`config.mk`:
```
export PLATFORM = sky130hd
export DESIGN_NAME = act_requant_pack
export DESIGN_NICKNAME = d
export VERILOG_FILES = /design/src/rtl/act_requant_pkg.sv /design/src/rtl/dpu_word_fifo.sv /design/src/rtl/act_requant_pack.sv
export SDC_FILE = /design/constraint.sdc
export NUM_CORES = 2
export LEC_CHECK = 0
export ABC_AREA = 0
export CORE_MARGIN = 3
export CORE_UTILIZATION = 45
export CTS_CLUSTER_DIAMETER = 60
export DETAILED_ROUTE_END_ITERATION = 10
export GPL_TIMING_DRIVEN = 0
export PLACE_DENSITY = 0.62
export SETUP_SLACK_MARGIN = 0.2
export SYNTH_ARGS = -nofsm -noshare
export SYNTH_HDL_FRONTEND = slang
export SYNTH_SLANG_ARGS = --single-unit
```
`constraint.sdc`:
```
create_clock -name clk -period 5.2 [get_ports clk]
set_input_delay 0.78 -clock clk [delete_from_list [all_inputs] [get_ports clk]]
set_output_delay 0.78 -clock clk [all_outputs]
set_load 0.02 [all_outputs]
```
`src/rtl/act_requant_pkg.sv`:
```
// Shared types, widths and the INT8 saturation helper for the activation requantizer/packer.
package act_requant_pkg;

   localparam int unsigned LANES  = 4;
   localparam int unsigned BYTE_W = 8;
   localparam int unsigned ACC_W  = 32;
   localparam int unsigned PROD_W = 48;

   localparam int INT8_MAX = 127;
   localparam int INT8_MIN = -128;

   typedef logic [ACC_W-1:0] word_t;

   typedef enum logic [1:0] {
      RUN   = 2'd0,
      DRAIN = 2'd1,
      EMIT  = 2'd2
   } fsm_t;

   typedef struct packed {
      logic  last;
      word_t data;
   } entry_t;

   // Clamp a shifted product into the signed INT8 range.
   function automatic logic [BYTE_W-1:0] sat_int8(input logic signed [PROD_W-1:0] r);
      logic signed [PROD_W-1:0] hi;
      logic signed [PROD_W-1:0] lo;
      hi = PROD_W'(INT8_MAX);
      lo = PROD_W'(INT8_MIN);
      if (r > hi) begin
         return BYTE_W'(INT8_MAX);
      end else if (r < lo) begin
         return BYTE_W'(INT8_MIN);
      end
      return BYTE_W'(r);
   endfunction

endpackage

```
`src/rtl/dpu_word_fifo.sv`:
```
// Synchronous word FIFO with first-word-fall-through head; a push into a full FIFO
// is accepted only when a pop happens in the same cycle.
module dpu_word_fifo
   import act_requant_pkg::*;
#(
   parameter int unsigned DEPTH = 8
) (
   input  logic                   clk,
   input  logic                   rst,
   input  logic                   push,
   input  entry_t                 push_data,
   input  logic                   pop,
   output entry_t                 head,
   output logic [$clog2(DEPTH):0] count,
   output logic                   full,
   output logic                   empty
);

   localparam int unsigned AW = $clog2(DEPTH);
   localparam int unsigned CW = AW + 1;

   entry_t        mem_q [DEPTH];
   logic [AW-1:0] wr_ptr_q, wr_ptr_d;
   logic [AW-1:0] rd_ptr_q, rd_ptr_d;
   logic [CW-1:0] count_q, count_d;
   logic          do_push, do_pop;

   always_comb begin
      empty    = (count_q == '0);
      full     = (count_q == CW'(DEPTH));
      do_pop   = pop && !empty;
      do_push  = push && (!full || do_pop);
      wr_ptr_d = wr_ptr_q;
      rd_ptr_d = rd_ptr_q;
      count_d  = count_q;
      if (do_push) wr_ptr_d = wr_ptr_q + AW'(1);
      if (do_pop)  rd_ptr_d = rd_ptr_q + AW'(1);
      case ({do_push, do_pop})
         2'b10:   count_d = count_q + CW'(1);
         2'b01:   count_d = count_q - CW'(1);
         default: count_d = count_q;
      endcase
   end

   always_ff @(posedge clk or posedge rst) begin
      if (rst) begin
         wr_ptr_q <= '0;
         rd_ptr_q <= '0;
         count_q  <= '0;
      end else begin
         wr_ptr_q <= wr_ptr_d;
         rd_ptr_q <= rd_ptr_d;
         count_q  <= count_d;
      end
   end

   // Storage needs no reset: the head is masked while empty.
   always_ff @(posedge clk) begin
      if (do_push) mem_q[wr_ptr_q] <= push_data;
   end

   assign head  = empty ? '0 : mem_q[rd_ptr_q];
   assign count = count_q;

endmodule

```
`src/rtl/act_requant_pack.sv`:
```
// INT32 -> INT8 requantizer (multiply, arithmetic shift, saturate) packing four bytes per
// word into a FIFO with flush. Define REQUANT_ROUND_EN for round-half-up, else truncation.
module act_requant_pack
   import act_requant_pkg::*;
#(
   parameter int unsigned FIFO_DEPTH = 8,
   parameter int unsigned SCALE_W    = 16
) (
   input  logic                        clk,
   input  logic                        rst,
   input  logic                        in_valid,
   input  logic [ACC_W-1:0]            in_data,
   output logic                        in_ready,
   input  logic [SCALE_W-1:0]          cfg_scale,
   input  logic [4:0]                  cfg_shift,
   input  logic                        flush,
   output logic                        flush_done,
   output logic                        out_valid,
   output logic [ACC_W-1:0]            out_data,
   output logic                        out_last,
   input  logic                        out_ready,
   output logic [$clog2(FIFO_DEPTH):0] fifo_count,
   output logic                        overflow
);

   localparam int unsigned CNT_W  = $clog2(FIFO_DEPTH) + 1;
   localparam int unsigned SH_W   = 5;
   localparam int unsigned LANE_W = $clog2(LANES);

   fsm_t                            state_q, state_d;
   logic                            s1_vld_q, s1_vld_d;
   logic signed [PROD_W-1:0]        s1_prod_q, s1_prod_d;
   logic [SH_W-1:0]                 s1_shift_q, s1_shift_d;
   logic                            s2_vld_q, s2_vld_d;
   logic [BYTE_W-1:0]               s2_byte_q, s2_byte_d;
   logic [LANE_W-1:0]               lane_cnt_q, lane_cnt_d;
   logic [LANES-1:0][BYTE_W-1:0]    lanes_q, lanes_d;
   logic                            flush_done_q, flush_done_d;
   logic                            overflow_q, overflow_d;

   logic                            accept;
   logic signed [PROD_W-1:0]        prod_in;
   logic signed [PROD_W-1:0]        rounded;
   logic signed [PROD_W-1:0]        shifted;
   logic [LANES-1:0][BYTE_W-1:0]    partial;
   logic                            push_en;
   entry_t                          push_entry;
   entry_t                          head;
   logic                            pop;
   logic                            fifo_full;
   logic                            fifo_empty;
   logic [CNT_W-1:0]                fifo_cnt;
`ifdef REQUANT_ROUND_EN
   logic signed [PROD_W-1:0]        rnd;
`endif

   // Datapath: S1 multiply, S2 round/shift/saturate.
   always_comb begin
      accept     = in_valid && (state_q == RUN);
      prod_in    = PROD_W'($signed(in_data)) * PROD_W'($signed({1'b0, cfg_scale}));
      s1_vld_d   = accept;
      s1_prod_d  = accept ? prod_in : s1_prod_q;
      s1_shift_d = accept ? cfg_shift : s1_shift_q;
`ifdef REQUANT_ROUND_EN
      rnd        = (s1_shift_q != '0) ? (PROD_W'(1) << (s1_shift_q - SH_W'(1))) : '0;
      rounded    = s1_prod_q + rnd;
`else
      rounded    = s1_prod_q;
`endif
      shifted    = rounded >>> s1_shift_q;
      s2_vld_d   = s1_vld_q;
      s2_byte_d  = s1_vld_q ? sat_int8(shifted) : s2_byte_q;
   end

   // Packer, FIFO push selection and flush FSM.
   always_comb begin
      state_d      = state_q;
      lanes_d      = lanes_q;
      lane_cnt_d   = lane_cnt_q;
      flush_done_d = 1'b0;
      push_en      = 1'b0;
      push_entry   = '0;
      pop          = !fifo_empty && out_ready;

      for (int unsigned k = 0; k < LANES; k++) begin
         partial[k] = (LANE_W'(k) < lane_cnt_q) ? lanes_q[k] : '0;
      end

      if (s2_vld_q) begin
         lanes_d[lane_cnt_q] = s2_byte_q;
         if (lane_cnt_q == LANE_W'(LANES - 1)) begin
            push_en    = 1'b1;
            push_entry = '{last: 1'b0, data: word_t'(lanes_d)};
            lane_cnt_d = '0;
         end else begin
            lane_cnt_d = lane_cnt_q + LANE_W'(1);
         end
      end

      case (state_q)
         RUN: begin
            if (flush) state_d = DRAIN;
         end
         DRAIN: begin
            if (!s1_vld_q && !s2_vld_q) begin
               if (lane_cnt_q == '0) begin
                  flush_done_d = 1'b1;
                  state_d      = RUN;
               end else begin
                  state_d = EMIT;
               end
            end
         end
         EMIT: begin
            // Stall instead of dropping the closing word.
            if (!fifo_full || pop) begin
               push_en      = 1'b1;
               push_entry   = '{last: 1'b1, data: word_t'(partial)};
               lane_cnt_d   = '0;
               flush_done_d = 1'b1;
               state_d      = RUN;
            end
         end
         default: state_d = RUN;
      endcase

      overflow_d = overflow_q
                 || (push_en && fifo_full && !pop)
                 || (in_valid && (state_q != RUN));
   end

   always_ff @(posedge clk or posedge rst) begin
      if (rst) begin
         state_q      <= RUN;
         s1_vld_q     <= 1'b0;
         s1_prod_q    <= '0;
         s1_shift_q   <= '0;
         s2_vld_q     <= 1'b0;
         s2_byte_q    <= '0;
         lane_cnt_q   <= '0;
         lanes_q      <= '0;
         flush_done_q <= 1'b0;
         overflow_q   <= 1'b0;
      end else begin
         state_q      <= state_d;
         s1_vld_q     <= s1_vld_d;
         s1_prod_q    <= s1_prod_d;
         s1_shift_q   <= s1_shift_d;
         s2_vld_q     <= s2_vld_d;
         s2_byte_q    <= s2_byte_d;
         lane_cnt_q   <= lane_cnt_d;
         lanes_q      <= lanes_d;
         flush_done_q <= flush_done_d;
         overflow_q   <= overflow_d;
      end
   end

   dpu_word_fifo #(
      .DEPTH (FIFO_DEPTH)
   ) u_fifo (
      .clk       (clk),
      .rst       (rst),
      .push      (push_en),
      .push_data (push_entry),
      .pop       (pop),
      .head      (head),
      .count     (fifo_cnt),
      .full      (fifo_full),
      .empty     (fifo_empty)
   );

   assign in_ready   = !rst && (state_q == RUN) && (fifo_cnt <= CNT_W'(FIFO_DEPTH - 2));
   assign out_valid  = !fifo_empty;
   assign out_data   = head.data;
   assign out_last   = head.last;
   assign fifo_count = fifo_cnt;
   assign flush_done = flush_done_q;
   assign overflow   = overflow_q;

endmodule

```
# ---- Word-level counts from Yosys, hierarchy flattened
# Memory sizes are Yosys's and may differ from the RTL's.
# Index checks and enable logic that the tools add are counted.
dict set report totals {
  word_cells 106
  n_memories 1
  regBits 111
  output_inout_bits 41
  mem_bits_rw 264
  in_bits 58
}
# memory depth width read_ports rd_clocked_by_memory_dff wr line_no
set memory_table {}
lappend memory_table {u_fifo.mem_q 8 33 1 0 1 dpu_word_fifo.sv:22} ;# entry_t mem_q [DEPTH];
dict set report op_classes {
  addsub 5
  n_lt_le_gt_ge 9
  n_mux 37
  shift 1
  multipliers 1
  reduce_logical 27
  n_eq_ne 9
}
# operator count
set ops {}
lappend ops {{two-way mux 33 bit} 3}
lappend ops {{two-way mux 32 bit} 2}
lappend ops {{two-way mux 8 bit} 8}
lappend ops {{> comparator 48 x 8 -> 1 bit, second input constant} 1}
lappend ops {{less-than comparator 48 x 8 -> 1 bit, second input constant} 1}
lappend ops {{multiplier 32 x 17 -> 48 bit} 1}
lappend ops {{>>> shifter 48 x 5 -> 48 bit} 1}
lappend ops {{bitwise mux 32 bit} 1}
lappend ops {{demux 8 bit (select 2 bit)} 1}
lappend ops {{two-way mux 2 bit} 8}
lappend ops {{logical AND 1 bit} 11}
lappend ops {{two-way mux 1 bit} 11}
lappend ops {{case mux 4 bit (2 select lines)} 1}
lappend ops {{adder 3 x 1 -> 3 bit, second input constant} 2}
lappend ops {{== test 2 bit, second input constant} 3}
lappend ops {{logical NOT 1 bit} 6}
lappend ops {{!= test 2 bit, second input constant} 3}
lappend ops {{case mux 2 bit (3 select lines)} 1}
lappend ops {{adder 4 x 1 -> 4 bit, second input constant} 1}
lappend ops {{== test 2 x 1 -> 1 bit, second input constant} 2}
lappend ops {{== test 4 bit, second input constant} 1}
lappend ops {{<= comparator 4 x 3 -> 1 bit, second input constant} 1}
lappend ops {{logical NOT 2 bit} 2}
lappend ops {{logical NOT 4 bit} 1}
lappend ops {{10 further kinds} 16}

# ---- Longest topological paths before layout
dict set report depth {
  word_depth 10
  depth_mapped 27
  ltp_nobuf 25
}

# ---- Modules after synthesis
# From an unflattened synthesis, not the netlist that was laid out.
dict set report unflattened {
  cells_unflattened 3376
  hier_area_um2 36125.9
}
# module cells_each instances area_each_um2
set modules_own_cells {}
lappend modules_own_cells {act_requant_pack 2886 1 25385.6}
lappend modules_own_cells {dpu_word_fifo 490 1 10740.3}

# ---- Worst setup path after synthesis
# Ideal clock, no wire load.
dict set report synth_timing {
  path_type {input -> register}
  from {in in_data[15]}
  to {reg s1_prod_q[46], in the netlist rounded[46]}
  arrival_time_ns 6.400
  path_slack_ns -1.296
  stages 20
  path_cell_list {clkbuf_1 -> nand2_1 -> fa_1 -> fa_1 -> fa_1 -> inv_1 -> fa_1 -> fa_1 -> inv_1 -> fa_1 -> inv_1 -> ha_1 -> nand4_1 -> or2_2 -> o31ai_1 -> a31o_2 -> o2111ai_1 -> a2111oi_0 -> nor2_1 -> o31ai_1}
}
dict set report synth_via {
  elab_chain_cells 1
}
# item line_no
set synth_lines {}
lappend synth_lines {{from (decl)} act_requant_pack.sv:12} ;# input logic [ACC_W-1:0] in_data,
lappend synth_lines {{multiplier 32 x 17 -> 48 bit} act_requant_pack.sv:60} ;# prod_in = PROD_W'($signed(in_data)) * PROD_W'($signed({1'b0, cfg_scale}));
lappend synth_lines {{to (signal assigned)} act_requant_pack.sv:147} ;# s1_prod_q <= s1_prod_d;
lappend synth_lines {{to (decl)} act_requant_pack.sv:32} ;# logic signed [PROD_W-1:0] s1_prod_q, s1_prod_d;
# Every way passes these cells.
# A chain may end at the register's enable or synchronous reset.

# ---- Final worst setup path
dict set report layout_timing {
  from {in cfg_scale[5]}
  to {reg s1_prod_q[41], in the netlist rounded[41]}
}
dict set report layout_via {
  elab_chain_cells 1
}
# item line_no
set layout_lines {}
lappend layout_lines {{from (decl)} act_requant_pack.sv:14} ;# input logic [SCALE_W-1:0] cfg_scale,
lappend layout_lines {{multiplier 32 x 17 -> 48 bit} act_requant_pack.sv:60}
# Every way passes these cells.

==> flow_summary.json <==
{
  "outcome": "finished, violations left",
  "violations": "setup timing",
  "required_ps": 5610,
  "yosysTopAreaCell": "fa_1",
  "ys_async_sr_fraction_pct": 28.1,
  "synth_top_family_by_area": "adder cells",
  "dieArea_um2": 82100,
  "areaGrowthSynthToFinish_pct": 19.8,
  "core_area_um2": 77700,
  "final_nets": 4185,
  "antenna_cells": 0,
  "synth_seq_area_share_pct": 29.7,
  "clk_pin_slew_ps": 60,
  "clock-root-buffer": "clkbuf_16",
  "ys_ff_latch": 367,
  "arrival_ps": 6690,
  "synth-xor-area-share_pct": 1.33,
  "first_pass_iters": 6,
  "ctsLongestPathBuffers": 3,
  "relSlewSlack_pct": 17.1,
  "drive_above_1_share_pct": 19.4,
  "hold_slack_ps": 425,
  "endpoint_kind": "flop",
  "die_x_um": 287,
  "via_count": 25000,
  "synthFlopType": "edfxtp_1",
  "syn_area_per_cell_um2": 11.0,
  "antenna_found_initial": 4,
  "syn_inst": 3231,
  "hold_viol_final": 0,
  "avgViaCountPerCell": 5.46,
  "synth_commonest_cells": "inv_1, fa_1, nand2_1, edfxtp_1, and2_1",
  "port_buffers": 98,
  "yosys_warnings": 0,
  "setup_slack_ps": -1070,
  "synthAdderAreaFrac_pct": 31.9,
  "drv_slew": 0,
  "min_path_type": "reg -> reg",
  "period_needed_ps": 6270,
  "grt_pass1_vias": 26500,
  "synth_mux_area_share_pct": 11.3,
  "die_h_um": 287,
  "hpwl_um": 76600,
  "post-synth-top-count-cell": "inv_1",
  "syn-cell-area_um2": 35400,
  "ios": 99,
  "wl_per_cell_um": 21.8,
  "synth_enable_flop_cells": 264,
  "finalNonFillerCells": 4584,
  "rsz0062_at_grt": "true",
  "max_freq_ghz": 0.159,
  "worst-setup-path-type": "in -> reg",
  "grtUsageTotal_pct": 24.9,
  "synth_top_area_share_pct": 27.4,
  "period_share_pct": 121,
  "ctsHoldBuffers": 0,
  "drt-total-wl_um": 100000,
  "ant_nets": 0,
  "place.gp.congestion": 0.935,
  "grt_pass1_wl_um": 156000,
  "dp_slack_ps": -3010,
  "cp_max_fo": 5,
  "synth-simple-area-share_pct": 11.9,
  "finClkSkew_ps": 17.6,
  "place_inst": 4385,
  "cts_tree": "built",
  "clk_latency_ps": 550,
  "setup_viol": 35,
  "worstMarginPinSlew_ps": 1230,
  "netlist_top_cells_area": "fa_1, edfxtp_1, dfrtp_1, inv_1, mux4_2",
  "rows": 102,
  "start_kind": "input port",
  "drc": 0,
  "cts_max_level": 2,
  "cts_sinks": 367,
  "synth.distinct_cells": 71,
  "synth_compound_area_share_pct": 5.86,
  "cap_violations": 0,
  "cts_buffers": 39,
  "drtIter0Drc": 1657,
  "syn_nets": 3901,
  "start_util_pct": 45.6,
  "grt_max_degree": 59,
  "grt-ovfl-total": 0
}
==> placed cells by master, fill, tap and decap left out, types with 12 or more instances in the layout <==
| cell | instances |
|---|---|
| mux2_2 | 58 |
| inv_2 | 13 |
| ha_1 | 103 |
| xnor2_1 | 23 |
| o21ai_0 | 44 |
| and2_1 | 220 |
| buf_6 | 38 |
| nor2_1 | 107 |
| buf_2 | 20 |
| mux4_2 | 94 |
| ha_4 | 21 |
| mux2i_1 | 80 |
| buf_12 | 14 |
| dfrtp_1 | 103 |
| nand2_1 | 436 |
| a21o_1 | 25 |
| buf_1 | 24 |
| buf_4 | 117 |
| mux4_1 | 15 |
| xor2_1 | 20 |
| fa_2 | 25 |
| edfxtp_1 | 264 |
| a22o_1 | 24 |
| nor3_1 | 14 |
| clkdlybuf4s50_1 | 52 |
| nand3_1 | 14 |
| clkbuf_8 | 37 |
| clkbuf_16 | 72 |
| inv_1 | 551 |
| nand4_1 | 12 |
| clkbuf_1 | 52 |
| o21ai_1 | 36 |
| a21oi_1 | 50 |
| and2_4 | 24 |
| fa_1 | 460 |
==> routing by layer <==
layer	GRT usage (%)	part of all wire, %	vias up
met5	0	0	-
met4	9.15	4.3	0
met3	3.17	5.8	217
met2	43.2	50	892
met1	32.1	40	12900
li1	-	-	11100
==> worst paths after layout <==
check / from / to / slack, ps / depth (start not counted)
min in group asynchronous: rst / flush_done / 760 / 2
setup / recovery: cfg_scale[5] / rounded[41] / -1070 / 24
hold / removal: s1_vld_q / s2_vld_q / 420 / 0
hold reg to reg: s1_vld_q / s2_vld_q / 420 / 0
max in group asynchronous: rst / rounded[25] / 3680 / 3
setup reg to reg: s1_shift_q[4] / s2_byte_q[6] / 1450 / 12
==> metrics by stage <==
stage | cell area (um^2) | utilization, % | setup TNS [ps]
finish | 42500 | 54.6 | -25770
CTS | 42000 | 54.0 | -24050
floorplan | 35800 | - | -20900
global route | 42500 | 54.6 | -31570
global placement | 38100 | 49.1 | -291290
detailed placement | 38400 | 49.5 | -88530
==> worst max-delay path, stage by stage <==
cell and delay [ps]:
buf_12 120, clkbuf_16 170, and2_4 140, fa_1 550
inv_2 40, fa_2 570, fa_1 450, fa_1 510
inv_2 40, fa_1 480, fa_2 600, ha_4 220
buf_4 140, a21oi_4 130, o211ai_1 110, o211ai_1 100
buf_4 200, a2111oi_4 80, or2_4 290, a41o_1 240
or2_4 290, a31oi_4 170, xor2_1 170, o21ai_1 80
==> sequential cells by signal, summed over array words and instances (netlist names), 3 cells and up <==
signal           flops
s2_byte_q            8
rounded             48
u_fifo.count         4
u_fifo.rd_ptr_q      3
u_fifo.mem_q       264
u_fifo.wr_ptr_q      3
lanes_q             24
s1_shift_q           5
==> cell type report <==
type	count	area, um^2
Buffer	171	1890
Clock buffer	50	1020
Clock inverter	20	255
Fill cell	6673	35300
Inverter	569	2150
Multi-Input combinational cell	2124	23000
Sequential cell	367	10500
Tap cell	1040	1300
Timing Repair Buffer	243	2300
==> what timing repair did <==
action                     CTS  global route
pin swaps                  106            88
gates cloned                 4             0
buffers inserted            99            26
setup endpoints to repair   41            54
gates resized for setup    586            98
==> cell families after synthesis <==
group,Yosys count
multiplexers,249
AO/OA/AOI/OAI,310
AND/OR/NAND/NOR,899
buffers and inverters,740
adder cells (fa/ha/maj),612
XOR/XNOR,54
flip-flops,367
Power is left out: the tool's default activity adds up to more than one toggle a clock period on the data nets, which glitch-free logic cannot reach.
==> patch: new RTL, same settings <==
Register the inputs `cfg_scale` and `cfg_shift` before use. The logic sees them one clock later. The other inputs are not delayed to match.
--- a/src/rtl/act_requant_pack.sv
+++ b/src/rtl/act_requant_pack.sv
@@ -26,6 +26,14 @@
    localparam int unsigned CNT_W  = $clog2(FIFO_DEPTH) + 1;
    localparam int unsigned SH_W   = 5;
    localparam int unsigned LANE_W = $clog2(LANES);
+
+   logic [SCALE_W-1:0] cfg_scale_q;
+   logic [4:0] cfg_shift_q;
+
+   always_ff @(posedge clk) begin
+      cfg_scale_q <= cfg_scale;
+      cfg_shift_q <= cfg_shift;
+   end
 
    fsm_t                            state_q, state_d;
    logic                            s1_vld_q, s1_vld_d;
@@ -57,10 +65,10 @@
    // Datapath: S1 multiply, S2 round/shift/saturate.
    always_comb begin
       accept     = in_valid && (state_q == RUN);
-      prod_in    = PROD_W'($signed(in_data)) * PROD_W'($signed({1'b0, cfg_scale}));
+      prod_in    = PROD_W'($signed(in_data)) * PROD_W'($signed({1'b0, cfg_scale_q}));
       s1_vld_d   = accept;
       s1_prod_d  = accept ? prod_in : s1_prod_q;
-      s1_shift_d = accept ? cfg_shift : s1_shift_q;
+      s1_shift_d = accept ? cfg_shift_q : s1_shift_q;
 `ifdef REQUANT_ROUND_EN
       rnd        = (s1_shift_q != '0) ? (PROD_W'(1) << (s1_shift_q - SH_W'(1))) : '0;
       rounded    = s1_prod_q + rnd;
Check against the original RTL: not equivalent (a bounded check fails within 10 cycles, from zero or initial values and one cycle with rst high).
==> patch against the unedited design <==
- the flow still finishes with violations (setup timing)
- design area rose by 3.3%
- via count is 4.4% higher
- setup slack better by 0.052 ns
- wire length is 6.3% higher
- area after synthesis rose by 3.4%
- sequential cell count is 21 higher
- synthesized cell count is 2.7% higher
- cell count up 2.1%
- global-route usage is 0.52 points higher
Power is not shown: default switching activity piles up to over one toggle a cycle in this logic, so the estimate is an artifact.
==> patch: results (changes against the unedited design) <==
- R2R depth: 22 (+10)
- M2 GR Usage: 43.8% (+0.59 points)
- Share of cells above drive strength 1: 20.6% (+1.2 points)
- Hold Crit Depth: 2 (+2)
- Fin Hold WS: 0.461 ns (+0.0362 ns)
- Post-synth net total: 3987 (+2.2%)
- Hold path endpoint: s1_shift_q[3]
- Starting DRT DRC Count: 2029 (+22%)
- Synth top cells by count: 560 x inv_1, 485 x fa_1, 451 x nand2_1, 264 x edfxtp_1, 247 x and2_1
- Met2 WL post-DR: 53.1 mm (+6.6%)
- Setup TNS: -22.98 ns (+2.79 ns)
- Number of fill cells: 6867 (+2.9%)
- Placer Congestion: 0.953 (+2.0%)
- Initial antenna violation count: 2 (-2)
- Synth Area in Compound Gates: 6.31% (+0.46 points)
- Final setup fails: 35 (unchanged)
- Async SR Flop Fraction: 26.5% (-1.5 points)
- Failing checks: setup timing
- Pin count of the biggest net entering global routing: 62 (+5.1%)
- Max_slew headroom: 15.7% (-1.4 points)
- XOR/XNOR Fraction of Synth Area: 1.27% (-0.067 points)
- Area delta synth->final: 19.8% (about the same)
- Total Wirelength: 106 mm (+6.3%)
- Nets@finish: 4259 (+1.8%)
- DR WL met3: 6.45 mm (+11%)
- Crit Reg-Reg Endpoint: rounded[47]
- Slowest CP cell: fa_1
- Top post-synthesis cells by area: fa_1 27%, edfxtp_1 22%, dfrtp_1 7.0%
- Met1 GRT Util: 33.0% (+0.95 points)
- Mean number of vias per cell: 5.59 (+2.3%)
- Total track usage: 25.4% (+0.52 points)
- Multiplexer share of the synthesized area: 11.9% (+0.63 points)
- Drt wl/cell: 22.7 microns (+4.2%)
- Vias in the first global route: 27.6k (+4.2%)
- Avg Cell Area, Syn: 11.0 sq um (+0.68%)
- CTS Buf Count: 48 (+23%)
- Met1 wire length: 42.7 mm (+6.3%)
- Cell variety after synth: 84 (+18%)
- First-pass GRT wire length: 165 mm (+5.9%)
- Setup ws final: -1.02 ns (+0.0522 ns)
- Synth Area in Adders: 30.9% (-1.0 points)
- Place WS: -2.35 ns (+0.660 ns)
- Worst setup path startpoint: in_data[21]
- Post-DP Area: 0.0400 sq mm (+4.1%)
- Arrival @ worst endpoint: 6.74 ns (+0.05 ns)
- Dpl hpwl: 82.5 mm (+7.7%)
- Status: finished with violations
- Critical Path Max Stage Delay: 0.56 ns (-0.04 ns)
- Reg2reg start: cfg_scale_q[5]
- Post-synthesis sequential area ratio: 29.8% (+0.18 points)
- Clock skew: 0.0488 ns (+0.0312 ns)
- Crit-path max FO: 9 (+4)
- Area leader, netlist: fa_1
- Hold_sp: cfg_shift_q[3]
- Met3 Use GR: 3.62% (+0.45 points)
- Share of the synthesized area in the top cell type: 26.5% (-0.89 points)
## patch: cell count changes in the layout (fill, tap and decap cells not counted), moves of 15 or more
cell | before | now
buf_4 | 117 | 86
nor2_1 | 107 | 82
mux2i_1 | 80 | 101
inv_1 | 551 | 534
mux4_2 | 94 | 109
## patch: what timing repair did
action | in CTS | in global routing
pin swaps | 69 | 65
endpoints found under the setup margin | 48 | 41
cloned | 4 | 1
resized for setup | 437 | 110
setup buffers | 66 | 24
## patch: worst max-delay path by stage
stage | end | cells past startpoint
6_report | rounded[44] | 22
5_1_grt | rounded[44] | 23
4_1_cts | rounded[44] | 22
3_5_place_dp | rounded[46] | 22
3_3_place_gp | u_fifo.mem_q[3][25] | 5
2_1_floorplan | rounded[46] | 20
## patch: area by class of cell
type	instances	area share, %
Multi-Input combinational cell	2169	54.3
Sequential cell	388	25.0
Tap cell	1050	3.00
Clock buffer	52	2.80
Inverter	564	4.84
Antenna cell	1	0.00571
Timing Repair Buffer	222	4.68
Buffer	196	4.38
Clock inverter	38	0.990
